File: config.mk
export PLATFORM = sky130hd
export DESIGN_NAME = konix_joy_mapper
export DESIGN_NICKNAME = d
export VERILOG_FILES = /design/src/rtl/konix_joy_pkg.sv /design/src/rtl/konix_pedal_ramp.sv /design/src/rtl/konix_joy_mapper.sv
export SDC_FILE = /design/constraint.sdc
export NUM_CORES = 1
export LEC_CHECK = 0
export BUFFER_PORTS_ARGS = -buffer_cell sky130_fd_sc_hd__buf_2
export CAP_MARGIN = 20
export CORE_ASPECT_RATIO = 0.7
export CORE_MARGIN = 2
export CORE_UTILIZATION = 40
export DETAILED_ROUTE_END_ITERATION = 12
export GPL_TIMING_DRIVEN = 0
export PLACE_DENSITY = 0.68
export SKIP_LAST_GASP = 1
export SYNTH_ARGS = -nofsm -noshare
export SYNTH_HDL_FRONTEND = slang
export SYNTH_SLANG_ARGS = --single-unit
File: constraint.sdc
create_clock -name clk_sys -period 3.2 [get_ports clk_sys]
set_input_delay 0 -clock clk_sys [delete_from_list [all_inputs] [get_ports clk_sys]]
set_output_delay 0 -clock clk_sys [all_outputs]
set_load 0.005 [all_outputs]
File: src/rtl/konix_joy_pkg.sv
// Shared bit-position constants, pedal width and pedal state encoding for the
// Konix joystick mapper.
package konix_joy_pkg;

  // Host-side joystick bits (active-high)
  localparam int H_RIGHT = 0;
  localparam int H_LEFT  = 1;
  localparam int H_DOWN  = 2;
  localparam int H_UP    = 3;
  localparam int H_FIRE1 = 4;
  localparam int H_FIRE2 = 5;
  localparam int H_ACCEL = 6;
  localparam int H_BRAKE = 7;

  // Konix-side port bits (active-low)
  localparam int K_PEDAL0 = 0;
  localparam int K_PEDAL1 = 1;
  localparam int K_FIRE1  = 2;
  localparam int K_FIRE2  = 3;
  localparam int K_LEFT   = 4;
  localparam int K_RIGHT  = 5;
  localparam int K_UP     = 6;
  localparam int K_DOWN   = 7;

  localparam int PEDAL_W = 8;

  typedef enum logic [1:0] {
    PS_IDLE     = 2'd0,
    PS_RISE     = 2'd1,
    PS_FALL     = 2'd2,
    PS_HOLD_MAX = 2'd3
  } pedal_state_t;

  // Digital pedal switch: pressed once the analog travel reaches half scale.
  function automatic logic [1:0] pedal_switch(input logic [PEDAL_W-1:0] v);
    return v[PEDAL_W-1] ? 2'b10 : 2'b11;
  endfunction

endpackage

File: src/rtl/konix_pedal_ramp.sv
// Per-port analog pedal emulation: a frame-rate ramp driven by the accel and
// brake buttons, saturating at both ends of the 8-bit travel.
module konix_pedal_ramp
  import konix_joy_pkg::*;
#(
  parameter int PEDAL_STEP = 8
) (
  input  logic               clk_sys,
  input  logic               reset_n,
  input  logic               frame_tick,
  input  logic               accel,
  input  logic               brake,
  output logic [PEDAL_W-1:0] value
);

  localparam logic [8:0] STEP_UP = 9'(PEDAL_STEP);
  localparam logic [8:0] STEP_DN = 9'(2 * PEDAL_STEP);

  pedal_state_t       state;
  pedal_state_t       state_nxt;
  logic [PEDAL_W-1:0] value_nxt;

  function automatic logic [PEDAL_W-1:0] sat_add(input logic [PEDAL_W-1:0] v,
                                                 input logic [8:0]         inc);
    logic [8:0] sum;
    sum = {1'b0, v} + inc;
    return (sum > 9'd255) ? '1 : sum[PEDAL_W-1:0];
  endfunction

  function automatic logic [PEDAL_W-1:0] sat_sub(input logic [PEDAL_W-1:0] v,
                                                 input logic [8:0]         dec);
    logic signed [8:0] diff;
    diff = $signed({1'b0, v}) - $signed(dec);
    return (diff < 0) ? '0 : diff[PEDAL_W-1:0];
  endfunction

  // Brake dominates accel; releasing both lets the pedal spring back slowly.
  always_comb begin
    state_nxt = state;
    value_nxt = value;
    if (brake) begin
      value_nxt = sat_sub(value, STEP_DN);
      state_nxt = (value_nxt == '0) ? PS_IDLE : PS_FALL;
    end else if (accel) begin
      value_nxt = (state == PS_HOLD_MAX) ? value : sat_add(value, STEP_UP);
      state_nxt = (value_nxt == '1) ? PS_HOLD_MAX : PS_RISE;
    end else if (state != PS_IDLE) begin
      value_nxt = sat_sub(value, STEP_UP);
      state_nxt = (value_nxt == '0) ? PS_IDLE : PS_FALL;
    end
  end

  always_ff @(posedge clk_sys or negedge reset_n) begin
    if (!reset_n) begin
      state <= PS_IDLE;
      value <= '0;
    end else if (frame_tick) begin
      state <= state_nxt;
      value <= value_nxt;
    end
  end

endmodule

File: src/rtl/konix_joy_mapper.sv
// Maps host joysticks onto active-low Konix ports with pedal emulation and
// optional port swap; build with KONIX_JOY_AUTOFIRE_EN for fire1 autofire.
module konix_joy_mapper
  import konix_joy_pkg::*;
#(
  parameter int NUM_PORTS  = 2,
  parameter int AF_FRAMES  = 4,
  parameter int PEDAL_STEP = 8
) (
  input  logic                   clk_sys,
  input  logic                   reset_n,
  input  logic                   frame_tick,
  input  logic [8*NUM_PORTS-1:0] joy_in,
  input  logic                   cfg_swap,
  input  logic [NUM_PORTS-1:0]   cfg_autofire,
  output logic [8*NUM_PORTS-1:0] joy_out,
  output logic [8*NUM_PORTS-1:0] pedal_out
);

  logic [NUM_PORTS-1:0][7:0] joy_reg;
  logic                      swap_reg;

  always_ff @(posedge clk_sys or negedge reset_n) begin
    if (!reset_n) begin
      joy_reg  <= '0;
      swap_reg <= 1'b0;
    end else begin
      joy_reg  <= joy_in;
      swap_reg <= cfg_swap;
    end
  end

`ifdef KONIX_JOY_AUTOFIRE_EN
  localparam logic [3:0] AF_LAST = 4'(AF_FRAMES - 1);

  logic [NUM_PORTS-1:0] af_en_reg;
  logic [3:0]           af_cnt;
  logic                 af_phase;

  // af_phase high means the fire contact is currently closed.
  always_ff @(posedge clk_sys or negedge reset_n) begin
    if (!reset_n) begin
      af_en_reg <= '0;
      af_cnt    <= '0;
      af_phase  <= 1'b1;
    end else begin
      af_en_reg <= cfg_autofire;
      if (frame_tick) begin
        if (af_cnt == AF_LAST) begin
          af_cnt   <= '0;
          af_phase <= ~af_phase;
        end else begin
          af_cnt <= af_cnt + 4'd1;
        end
      end
    end
  end
`else
  logic unused_autofire;
  assign unused_autofire = ^cfg_autofire;
`endif

  for (genvar p = 0; p < NUM_PORTS; p++) begin : g_port
    // Only ports 0 and 1 take part in the swap.
    localparam int PARTNER = (NUM_PORTS >= 2 && p < 2) ? (p ^ 1) : p;

    logic [7:0]         src;
    logic               fire1_n;
    logic [7:K_FIRE1]   map_reg;
    logic [PEDAL_W-1:0] pedal;

    assign src = swap_reg ? joy_reg[PARTNER] : joy_reg[p];

`ifdef KONIX_JOY_AUTOFIRE_EN
    assign fire1_n = (af_en_reg[p] && src[H_FIRE1]) ? ~af_phase : ~src[H_FIRE1];
`else
    assign fire1_n = ~src[H_FIRE1];
`endif

    always_ff @(posedge clk_sys or negedge reset_n) begin
      if (!reset_n) begin
        map_reg <= '1;
      end else begin
        map_reg[K_DOWN]  <= ~src[H_DOWN];
        map_reg[K_UP]    <= ~src[H_UP];
        map_reg[K_RIGHT] <= ~src[H_RIGHT];
        map_reg[K_LEFT]  <= ~src[H_LEFT];
        map_reg[K_FIRE2] <= ~src[H_FIRE2];
        map_reg[K_FIRE1] <= fire1_n;
      end
    end

    // The ramp stays bound to this output port; only its button source swaps.
    konix_pedal_ramp #(
      .PEDAL_STEP(PEDAL_STEP)
    ) u_ramp (
      .clk_sys   (clk_sys),
      .reset_n   (reset_n),
      .frame_tick(frame_tick),
      .accel     (src[H_ACCEL]),
      .brake     (src[H_BRAKE]),
      .value     (pedal)
    );

    assign pedal_out[p*8 +: 8] = pedal;
    assign joy_out[p*8 +: 8]   = {map_reg, pedal_switch(pedal)};
  end

endmodule

==> results.py <==
metrics = {
    "setup_path": {
        "crit_buf_inv": 2,
        "worstPathArrival_ns": 2.92,
        "critPathLaunchType": "register",
        "critPathMaxFanout": 10,
        "cpPeakStageDelay_ns": 0.48,
        "end_kind": "register",
        "critical_path_class": "register to register",
        "cp.required_ns": 3.41,
        "reg2reg_slack_ns": 0.49,
        "cpMaxStageDelayCell": "dfrtp_1",
        "path_delay_family": "compound AO/OA/AOI/OAI gates",
        "path_cells": "clkbuf_1 -> inv_1 -> ha_1 -> nor2b_1 -> nor3_1 -> a221o_1 -> a221oi_1 -> a211oi_1",
    },
    "route": {
        "wl_per_cell_um": 16.5,
        "vias": 2770,
        "drt-total-wl_um": 8060,
        "ant_nets": 0,
        "dr.first_iter.drc_count": 307,
        "via_per_inst": 5.68,
        "drc_errors": 0,
        "dr.pass1.iters": 5,
    },
    "placed_design": {
        "gp_congestion": 0.961,
        "place_ws_ns": 0.585,
        "dp_hpwl_um": 5690,
        "place_inst": 461,
        "portBuffers": 49,
    },
    "grt": {
        "overflow": 0,
        "track_usage_pct": 20.5,
        "grt_max_degree": 50,
        "grt.met3_usage_pct": 6.46,
        "use_met2_pct": 28.5,
        "grt_pass1_wl_um": 13400,
        "antenna_found_initial": 0,
        "grt_pass1_vias": 2672,
        "grt.busiest_layer": "met1",
        "use_met1_pct": 30.5,
    },
    "cts": {
        "clk_latency_ns": 0.32,
        "numCtsBuffers": 5,
        "cts_sinks": 49,
        "htree_levels": 2,
        "clk_pin_slew_ns": 0.11,
        "root_buffer": "clkbuf_8",
        "cts_tree": "yes",
        "post_cts_buffers": 0,
        "cts_buffer_depth": 2,
    },
    "logic_synthesis": {
        "synth-edff-count": 0,
        "async_reset_ff_share_pct": 100,
        "synth_flop_cell": "dfrtp_1",
        "yosysTopAreaCellShare_pct": 30.6,
        "synth_area_leaders": "dfrtp_1, dfstp_2, mux2i_1",
        "synth-seq-area-share_pct": 41.1,
        "ys_ff_latch": 49,
        "syn-cell-area_mm2": 0.00302,
        "yosysWarnings": 0,
        "yosysTopAreaCell": "dfrtp_1",
        "yosysMostFrequentCell": "dfrtp_1",
        "post_synth.cell_area_avg_um2": 9.66,
        "synth_common_cells": "dfrtp_1, nand2_1, nor2_1",
        "synth_cell_type_count": 66,
        "netlist_instances": 313,
    },
    "job": {
        "max-cap-violations": 0,
    },
    "sta": {
        "fin_crit_ns": 2.71,
        "setup_viol": 0,
        "whs_ns": 0.0486,
        "finalWorstSetupSlack_ns": 0.486,
        "slew_headroom_pct": 55.5,
        "rsz0062_at_grt": "false",
        "fin_crit_sh_pct": 84.8,
        "drv_slew": 0,
        "max_freq_mhz": 368,
        "fin_skew_ns": 0.0128,
        "hold_viol": 0,
        "worstMarginPinSlew_ns": 0.649,
        "final.setup.tns_ns": 0,
    },
    "power_and_ir_drop": {
        "power.leakage_nw": 1.63,
        "ir_worst_vdd_mv": 0.234,
        "cellPowerDensity_mw_per_mm2": 735,
    },
    "status": {
        "outcome": "completed",
    },
    "floorplanning": {
        "coreArea_mm2": 0.00732,
        "die_w_um": 108,
        "die-area_mm2": 0.00828,
        "initial_utilization_pct": 41.3,
        "num_io_pins": 54,
        "rows": 26,
        "die_h_um": 76.7,
    },
    "final_layout": {
        "fillers": 651,
        "fin_util_pct": 50.7,
        "antenna_cells_inserted": 0,
        "drive_above_1_share_pct": 24.6,
        "nNetsFinal": 423,
        "fin_cells": 488,
        "area_growth_syn_to_layout_pct": 22.8,
    },
    "hold_path": {
        "worstHoldPathType": "input port to async pin",
    },
}
[per-layer routing]
layer | share of wire [%] | wire length [um]
met1 | 47 | 3770
met5 | 0 | 0
met2 | 42 | 3370
met3 | 10 | 818
met4 | 1.3 | 102
[timing repair]
| action | in CTS | in global routing |
|---|---|---|
| resized for setup | 0 | 0 |
| hold buffers | 18 | 0 |
| hold endpoints to repair | 54 | 0 |
[kinds of logic (layout without fill, tap and decap cells)]
family / Yosys count / count (layout) / share of synthesized area, %
buffers and inverters: 28 / 104 / 4.84
flip-flops: 49 / 49 / 41.1
XOR/XNOR: 11 / 11 / 3.19
adder cells (fa/ha/maj): 12 / 12 / 4.97
multiplexers: 18 / 18 / 6.17
AO/OA/AOI/OAI: 86 / 86 / 20.8
other: 1 / 2 / 0.124
AND/OR/NAND/NOR: 108 / 108 / 18.9
[worst paths after layout]
check                                                from  cells past startpoint                   endpoint
worst max-delay path            g_port[0].u_ramp.value[3]                      8  g_port[0].u_ramp.value[5]
worst min-delay path                              reset_n                      2  g_port[0].u_ramp.state[1]
worst max register to register  g_port[0].u_ramp.value[3]                      8  g_port[0].u_ramp.value[5]
worst min register to register                 joy_reg[1]                      1       g_port[0].map_reg[4]
max in group asynchronous                         reset_n                      3       g_port[1].map_reg[5]
min in group clk_sys                           frame_tick                      3  g_port[0].u_ramp.state[0]
[area by class of cell]
cell class                      instances  area (um2)  area share [%]
Timing Repair Buffer                   68         445            12.0
Buffer                                 16         101            2.73
Tap cell                               98         123            3.30
Clock inverter                          3        50.0            1.35
Inverter                               12        45.0            1.21
Multi-Input combinational cell        237        1640            44.1
Sequential cell                        49        1240            33.4
Clock buffer                            5        68.8            1.85
[layout by cell type, fill, tap and decap left out, types with 3 or more instances in the layout]
| cell type | instances |
|---|---|
| buf_2 | 55 |
| dfrtp_1 | 37 |
| nand2_1 | 24 |
| nor2_1 | 23 |
| dlygate4sd3_1 | 18 |
| a21oi_1 | 17 |
| mux2i_1 | 16 |
| inv_1 | 12 |
| ha_1 | 12 |
| dfstp_2 | 12 |
| xnor2_1 | 10 |
| o21ai_0 | 8 |
| nand3_1 | 8 |
| nor3b_1 | 7 |
| nor3_1 | 7 |
| and3_1 | 6 |
| a31oi_1 | 6 |
| o22ai_1 | 6 |
| o31ai_1 | 5 |
| nand4_1 | 5 |
| clkbuf_8 | 5 |
| clkbuf_1 | 4 |
| nor4_1 | 4 |
| and2_1 | 4 |
| o2bb2ai_1 | 4 |
| buf_4 | 3 |
| buf_6 | 3 |
| a211oi_1 | 3 |
| a22oi_1 | 3 |
| nor2b_1 | 3 |
| a41oi_1 | 3 |
| o211ai_1 | 3 |
| or3_1 | 3 |
| nand2b_1 | 3 |
| o221ai_1 | 3 |
| o21a_1 | 3 |
[stage by stage]
step / total power [W] / cell area (um2)
floorplan: 0.00182 / 3030
finish: 0.00273 / 3710
global route: 0.00293 / 3710
CTS: 0.00270 / 3690
detailed placement: 0.00219 / 3390
global placement: 0.00218 / 3390
[where the power goes]
part | internal [W] | switching [W]
Combinational | 0.000586 | 0.000811
Sequential | 0.000725 | 0.000129
Clock | 0.000240 | 0.000240
No activity file was read; power rests on OpenSTA's default activity.
